`src/rtl/wdata_pkg.sv`:
```
// Shared constants for the macroblock write-data path: beat and word geometry,
// AXI burst length, macroblock counter widths and the packer FSM encoding.
package wdata_pkg;

  localparam int IN_W          = 128;
  localparam int OUT_W         = 1024;
  localparam int LANES         = OUT_W / IN_W;
  localparam int WORDS_PER_MB  = 7;
  localparam int AXI_BURST_LEN = WORDS_PER_MB;

  localparam int MB_DIM_W = 11;
  localparam int MB_CNT_W = 2 * MB_DIM_W;

  localparam int ST_W = 6;
  localparam logic [ST_W-1:0] S_IDLE  = 6'b000001;
  localparam logic [ST_W-1:0] S_INIT  = 6'b000010;
  localparam logic [ST_W-1:0] S_PACK  = 6'b000100;
  localparam logic [ST_W-1:0] S_PAD   = 6'b001000;
  localparam logic [ST_W-1:0] S_DRAIN = 6'b010000;
  localparam logic [ST_W-1:0] S_DONE  = 6'b100000;

  function automatic logic [MB_CNT_W-1:0] mb_total_of(input logic [MB_DIM_W-1:0] w,
                                                      input logic [MB_DIM_W-1:0] h);
    return MB_CNT_W'(w) * MB_CNT_W'(h);
  endfunction

endpackage

```
`src/rtl/lane_assembler.sv`:
```
// Collects IN_W beats into an IN_W*LANES word and hands the word to the
// output register, zero-filling unwritten lanes when a pad load is requested.
module lane_assembler #(
  parameter int IN_W  = 128,
  parameter int LANES = 8
) (
  input  logic                  clk,
  input  logic                  rst,
  input  logic                  clear,
  input  logic                  wr_en,
  input  logic [IN_W-1:0]       wr_data,
  input  logic                  pad_req,
  input  logic                  out_free,
  output logic                  load,
  output logic [IN_W*LANES-1:0] load_data
);

  localparam int LANE_W = $clog2(LANES);

  logic [LANE_W-1:0]     lane_q, lane_d;
  logic [IN_W*LANES-1:0] asm_q, asm_d;

  always_comb begin
    // NOTE: every output gets a default before any branch so no latch is inferred.
    load      = (wr_en && lane_q == LANE_W'(LANES - 1)) || (pad_req && out_free);
    lane_d    = lane_q;
    asm_d     = asm_q;
    load_data = '0;

    if (clear || load) begin
      lane_d = '0;
    end else if (wr_en) begin
      lane_d = lane_q + LANE_W'(1);
    end

    // Lanes below lane_q hold this word's beats; everything at or above it loads as zero.
    for (int i = 0; i < LANES; i++) begin
      if (wr_en && lane_q == LANE_W'(i)) begin
        asm_d[i*IN_W +: IN_W] = wr_data;
      end
      if (LANE_W'(i) < lane_q) begin
        load_data[i*IN_W +: IN_W] = asm_q[i*IN_W +: IN_W];
      end else if (wr_en && LANE_W'(i) == lane_q) begin
        load_data[i*IN_W +: IN_W] = wr_data;
      end
    end
  end

  // NOTE: sequential state is updated with non-blocking assignments only.
  always_ff @(posedge clk) begin
    if (rst) begin
      lane_q <= '0;
    end else begin
      lane_q <= lane_d;
    end
  end

  // NOTE: the assembly data register has no reset; lane_q alone decides which lanes are valid.
  always_ff @(posedge clk) begin
    asm_q <= asm_d;
  end

endmodule

```
`src/rtl/mb_wdata_packer.sv`:
```
// Packs 128-bit encoder beats into 1024-bit FIFO words, seven words per
// macroblock, padding short macroblocks and signalling frame completion.
module mb_wdata_packer #(
  parameter int IN_W         = wdata_pkg::IN_W,
  parameter int OUT_W        = wdata_pkg::OUT_W,
  parameter int WORDS_PER_MB = wdata_pkg::WORDS_PER_MB
) (
  input  logic             clk,
  input  logic             rst,
  input  logic             start_pulse,
  input  logic [31:0]      mb_w,
  input  logic [31:0]      mb_h,
  output logic             done_pulse,
  output logic             protocol_err,
  input  logic             enc_valid,
  input  logic [IN_W-1:0]  enc_data,
  input  logic             enc_last,
  output logic             enc_ready,
  input  logic             fifo_full,
  output logic [OUT_W-1:0] fifo_din,
  output logic             fifo_wr
);

  import wdata_pkg::MB_DIM_W, wdata_pkg::MB_CNT_W, wdata_pkg::ST_W, wdata_pkg::mb_total_of;
  import wdata_pkg::S_IDLE, wdata_pkg::S_INIT, wdata_pkg::S_PACK;
  import wdata_pkg::S_PAD, wdata_pkg::S_DRAIN, wdata_pkg::S_DONE;

  localparam int LANES  = OUT_W / IN_W;
  localparam int WORD_W = $clog2(WORDS_PER_MB);

  logic [ST_W-1:0]     state_q, state_d;
  logic [WORD_W-1:0]   word_cnt_q, word_cnt_d;
  logic [MB_CNT_W-1:0] mb_count_q, mb_count_d;
  logic [MB_CNT_W-1:0] mb_total_q, mb_total_d;
  logic [MB_CNT_W-1:0] mb_product;
  logic                out_valid_q, out_valid_d;
  logic [OUT_W-1:0]    out_q, out_d;
  logic                perr_q, perr_d;

  logic             accept, out_free, pad_req, asm_clear, asm_load;
  logic             word_last, mb_end, mb_last;
  logic [OUT_W-1:0] load_data;
  logic             unused_dims;

  assign unused_dims  = ^{mb_w[31:MB_DIM_W], mb_h[31:MB_DIM_W]};

  assign enc_ready    = (state_q == S_PACK) && !(out_valid_q && fifo_full);
  assign fifo_wr      = out_valid_q && !fifo_full;
  assign fifo_din     = out_q;
  assign done_pulse   = (state_q == S_DONE);
  assign protocol_err = perr_q;

  assign accept    = enc_valid && enc_ready;
  assign out_free  = !out_valid_q || fifo_wr;
  assign pad_req   = (state_q == S_PAD);
  assign asm_clear = (state_q == S_IDLE) && start_pulse;

  lane_assembler #(
    .IN_W  (IN_W),
    .LANES (LANES)
  ) u_lane_asm (
    .clk       (clk),
    .rst       (rst),
    .clear     (asm_clear),
    .wr_en     (accept),
    .wr_data   (enc_data),
    .pad_req   (pad_req),
    .out_free  (out_free),
    .load      (asm_load),
    .load_data (load_data)
  );

  always_comb begin
    word_last  = (word_cnt_q == WORD_W'(WORDS_PER_MB - 1));
    mb_end     = asm_load && word_last;
    mb_last    = (mb_count_q + MB_CNT_W'(1)) == mb_total_q;
    mb_product = mb_total_of(mb_w[MB_DIM_W-1:0], mb_h[MB_DIM_W-1:0]);

    state_d     = state_q;
    word_cnt_d  = word_cnt_q;
    mb_count_d  = mb_count_q;
    mb_total_d  = mb_total_q;
    perr_d      = perr_q;
    out_valid_d = out_valid_q;
    out_d       = out_q;

    // A load in the same cycle as a FIFO write keeps out_valid set.
    if (asm_load) begin
      out_valid_d = 1'b1;
      out_d       = load_data;
      word_cnt_d  = word_last ? '0 : word_cnt_q + WORD_W'(1);
    end else if (fifo_wr) begin
      out_valid_d = 1'b0;
    end

    if (mb_end) begin
      mb_count_d = mb_count_q + MB_CNT_W'(1);
    end

    case (state_q)
      S_IDLE: begin
        if (start_pulse) begin
          state_d    = S_INIT;
          word_cnt_d = '0;
          mb_count_d = '0;
          perr_d     = 1'b0;
        end
      end
      S_INIT: begin
        mb_total_d = mb_product;
        state_d    = (mb_product == '0) ? S_DONE : S_PACK;
      end
      S_PACK: begin
        if (mb_end) begin
          if (!enc_last) begin
            perr_d = 1'b1;
          end
          state_d = mb_last ? S_DRAIN : S_PACK;
        end else if (accept && enc_last) begin
          state_d = S_PAD;
        end
      end
      S_PAD: begin
        if (mb_end) begin
          state_d = mb_last ? S_DRAIN : S_PACK;
        end
      end
      S_DRAIN: begin
        if (!out_valid_d) begin
          state_d = S_DONE;
        end
      end
      S_DONE:  state_d = S_IDLE;
      default: state_d = S_IDLE;
    endcase
  end

  always_ff @(posedge clk) begin
    if (rst) begin
      state_q     <= S_IDLE;
      word_cnt_q  <= '0;
      mb_count_q  <= '0;
      mb_total_q  <= '0;
      perr_q      <= 1'b0;
      out_valid_q <= 1'b0;
      out_q       <= '0;
    end else begin
      state_q     <= state_d;
      word_cnt_q  <= word_cnt_d;
      mb_count_q  <= mb_count_d;
      mb_total_q  <= mb_total_d;
      perr_q      <= perr_d;
      out_valid_q <= out_valid_d;
      out_q       <= out_d;
    end
  end

endmodule
```
`config.mk`:
```
export PLATFORM = sky130hd
export DESIGN_NAME = mb_wdata_packer
export DESIGN_NICKNAME = d
export VERILOG_FILES = /design/src/rtl/wdata_pkg.sv /design/src/rtl/lane_assembler.sv /design/src/rtl/mb_wdata_packer.sv
export SDC_FILE = /design/constraint.sdc
export NUM_CORES = 2
export LEC_CHECK = 0
export CAP_MARGIN = 10
export CELL_PAD_IN_SITES_DETAIL_PLACEMENT = 1
export CELL_PAD_IN_SITES_GLOBAL_PLACEMENT = 1
export CORE_AREA = 2 2 472 474
export CTS_CLUSTER_SIZE = 12
export DETAILED_ROUTE_END_ITERATION = 16
export DIE_AREA = 0 0 474 476
export PLACE_DENSITY_LB_ADDON = 0.1
export RECOVER_POWER = 50
export SYNTH_ARGS = -nofsm -noshare
export SYNTH_HDL_FRONTEND = slang
export SYNTH_HIERARCHICAL = 1
export SYNTH_SLANG_ARGS = --single-unit
```
`constraint.sdc`:
```
create_clock -name clk -period 17.6 [get_ports clk]
set_input_delay 3.52 -clock clk [delete_from_list [all_inputs] [get_ports clk]]
set_output_delay 3.52 -clock clk [all_outputs]
set_load 0.1 [all_outputs]
```
==> results_dict.tcl <==
set metrics [dict create \
    syn_nets 6907 \
    initial_utilization 0.3688 \
    tritoncts.num_buffers 217 \
    synth.top_cells.by_area "sky130_fd_sc_hd__edfxtp_1 (33%), sky130_fd_sc_hd__dfxtp_1 (27%), sky130_fd_sc_hd__mux2i_1 (13%)" \
    postSynth.asyncResetShare 0 \
    max_slew_margin -1.621 \
    finalCritPeriodShare 0.7032 \
    maximum_number_of_pins_on_one_net_before_global_route_repair 179 \
    cpMaxStageDelayCell "sky130_fd_sc_hd__a22o_1" \
    ctsResizeCount 0 \
    avg_cell_area_syn_um2 12.42 \
    core_region_area_um2 221000 \
    count_of_standard_cell_rows 173 \
    via_count 57503 \
    number_of_cells_in_the_finished_layout_apart_from_fillers 10533 \
    worst-r2r-setup-slack_ns 7.35 \
    setup_violations 0 \
    cts.path.max_buffers 3 \
    power.ir.vdd_worst_v 0.00009066 \
    largest_delay_contributor_family_on_the_critical_path "buffers and inverters" \
    synth_top_area_frac 0.3301 \
    violations "capacitance limit, slew limit" \
    route.detailed.wl_per_inst_um 28.33 \
    syn2layout_area_growth_pct 24.45 \
    dpl.hpwl_um 188800 \
    rsz_0062_raised_after_global_routing "no" \
    yosys_register_bits 1978 \
    global_route.overflow_total 0 \
    die_area_um2 225600 \
    grt_antenna_before_repair 19 \
    final_max_slew_viol_count 582 \
    clock-sinks 1978 \
    yosysTopAreaCell "sky130_fd_sc_hd__edfxtp_1" \
    finClkSkew_ns 0.07682 \
    synth_cell_types 73 \
    via_per_inst 5.459 \
    max_stage_delay_ns 2.67 \
    path_clk_slew_ns 0.06 \
    pleak_nw 36.43 \
    ant_nets 0 \
    required_ns 18.29 \
    drt_iter0_markers 3464 \
    grt_util_met3 0.08945 \
    synth_warnings 6 \
    clock_tree.root_cell "sky130_fd_sc_hd__clkbuf_16" \
    nNetsFinal 7698 \
    place.port_buffers 1183 \
    dp.cells 10111 \
    yosys_most_used_dff "sky130_fd_sc_hd__dfxtp_1" \
    gr-usage-met1 0.3123 \
    critical_path.cell_chain "dlygate4sd3_1, nand2_1, and3_1, a22o_1, buf_12, buf_12, buf_4, buf_4, mux2i_1, nor2_1" \
    outcome "finished with violations" \
    postCtsHoldBufs 0 \
    filler_cell_count 22762 \
    path_class "input pin to flop" \
    global_route.peak_usage_layer "met2" \
    remaining_drc_errors 0 \
    height_of_the_die_um 476 \
    design.portCount 1226 \
    setup-tns-final_ns 0 \
    gp_routability_congestion 0.7966 \
    totalWireLength_um 298400 \
    tritoncts "done" \
    holdCritPathClass "flop to flop" \
    first_pass_grt_wire_length_um 428900 \
    timing.critical_path.fanout_max 131 \
    power_per_cell_area_nw_per_um2 101.1 \
    clock.fmax_mhz 80.80 \
    post-route-min-period_ns 12.38 \
    cts_setup_buffers 0 \
    chipWidth_um 474 \
    met2_usage 0.4177 \
    clock_latency_ns 0.87 \
    first_pass_iters 6 \
    start_kind "input pin" \
    syn-cell-area_um2 81510 \
    yosysSeqAreaShare 0.5958 \
    worst-endpoint-arrival_ns 13.06 \
    finalHoldViolCount 0 \
    cap_violations 30 \
    synth_edf_count 896 \
    ctsHtreeMaxLevel 4 \
    via_count_of_the_first_global_routing_pass 58612 \
    grt_util_all_layers 0.2560 \
    cp_num_buf_inv 5 \
    critPathCaptureType "flop" \
    post_synth_inst_count 6564 \
    worst_pin_slew_ns 3.931 \
    layout-drive-gt1-share 0.05747 \
]
[stage by stage]
step | area, µm² | total power, mW | hold WS [ns] | utilization | setup slack (ns)
floorplan | 81510 | 5.507 | 0.4463 | - | 7.437
CTS | 101700 | 10.38 | 0.4791 | 0.4601 | 8.541
detailed placement | 94540 | 5.819 | 0.4713 | 0.4278 | 7.681
finish | 101400 | 10.25 | 0.4733 | 0.4590 | 5.224
global placement | 94540 | 5.808 | 0.4579 | 0.4278 | 7.682
global route | 101400 | 10.66 | 0.4986 | 0.4590 | 4.664
[power by group]
| group | total [mW] | leakage, nW | switching, mW | internal (mW) |
|---|---|---|---|---|
| clock | 4.54 | 3.52 | 1.95 | 2.59 |
| combinational | 0.906 | 16.2 | 0.583 | 0.323 |
| sequential | 4.81 | 16.8 | 0.00458 | 4.80 |
| total | 10.3 | 36.4 | 2.54 | 7.72 |
[logic make-up after synthesis]
kind of cell,share of synthesized area
mux,0.1266
simple gates,0.08207
fa+ha+maj,0.02962
flops,0.5958
xor+xnor,0.007414
compound gates,0.1130
buf+inv,0.04551
[area by class of cell]
| class | count | area, µm² | area share |
|---|---|---|---|
| Antenna cell | 6 | 15.01 | 0.0001480 |
| Tap cell | 2975 | 3722 | 0.03669 |
| Sequential cell | 1978 | 48570 | 0.4788 |
| Clock inverter | 93 | 810.8 | 0.007992 |
| Multi-Input combinational cell | 3781 | 29310 | 0.2890 |
| Inverter | 112 | 420.4 | 0.004144 |
| Timing Repair Buffer | 1265 | 12260 | 0.1209 |
| Clock buffer | 323 | 6332 | 0.06242 |
[cells in the mapped netlist, drive strengths merged (5+ instances only)]
cell type	count
and3	145
o21ai	16
and2	78
a31oi	6
dfxtp	1082
inv	112
and4	8
nand4	9
nand3	22
a21oi	40
xnor2	44
nand2b	7
a32o	512
nand3b	5
xor2	25
nand2	106
nor4	13
edfxtp	896
a22o	385
a211oi	9
clkbuf	246
o21a	5
mux2i	1030
a21o	9
nor3	18
nor2	1085
ha	65
buf	447
or3	9
fa	80
[tightest hold or removal path, cell delays in order (launching register included)]
cell and delay (ns):
sky130_fd_sc_hd__dfxtp_1 0.32, sky130_fd_sc_hd__nand2_1 0.05, sky130_fd_sc_hd__a21oi_1 0.05
[placed cells by master (no fill, tap or decap), types with 116 or more instances in the layout]
cell type                            n
sky130_fd_sc_hd__and3_1            144
sky130_fd_sc_hd__nor2_1           1083
sky130_fd_sc_hd__edfxtp_1          896
sky130_fd_sc_hd__clkbuf_16         220
sky130_fd_sc_hd__dfxtp_1          1081
sky130_fd_sc_hd__dlygate4sd3_1     930
sky130_fd_sc_hd__mux2i_1          1030
sky130_fd_sc_hd__clkdlybuf4s50_1   205
sky130_fd_sc_hd__clkbuf_1          116
sky130_fd_sc_hd__a22o_1            385
sky130_fd_sc_hd__a32o_1            512
[path summary, 6_finish.rpt]
kind,start,depth (start not counted),to
worst min-delay path,mb_total_q[1],2,mb_total_q[1]
worst min register to register,mb_total_q[1],2,mb_total_q[1]
worst max register to register,state_q[5],10,fifo_din[616]
worst max-delay path,fifo_full,10,fifo_din[616]
[state kept, by name, summed over array words and instances (netlist names)]
register,flops
fifo_din,1024
mb_count_q,22
mb_total_q,22
out_valid_q,1
protocol_err,1
state_q,6
u_lane_asm/asm_q,896
u_lane_asm/lane_q,3
word_cnt_q,3
[per-layer routing]
layer / routed length [µm] / vias up / share of wire
met5: 25 / - / 0.000084
met4: 11570 / 4 / 0.039
met3: 26060 / 393 / 0.087
met2: 139300 / 1605 / 0.47
met1: 121400 / 29858 / 0.41
li1: - / 25643 / -
(Power assumes the default switching activity.)
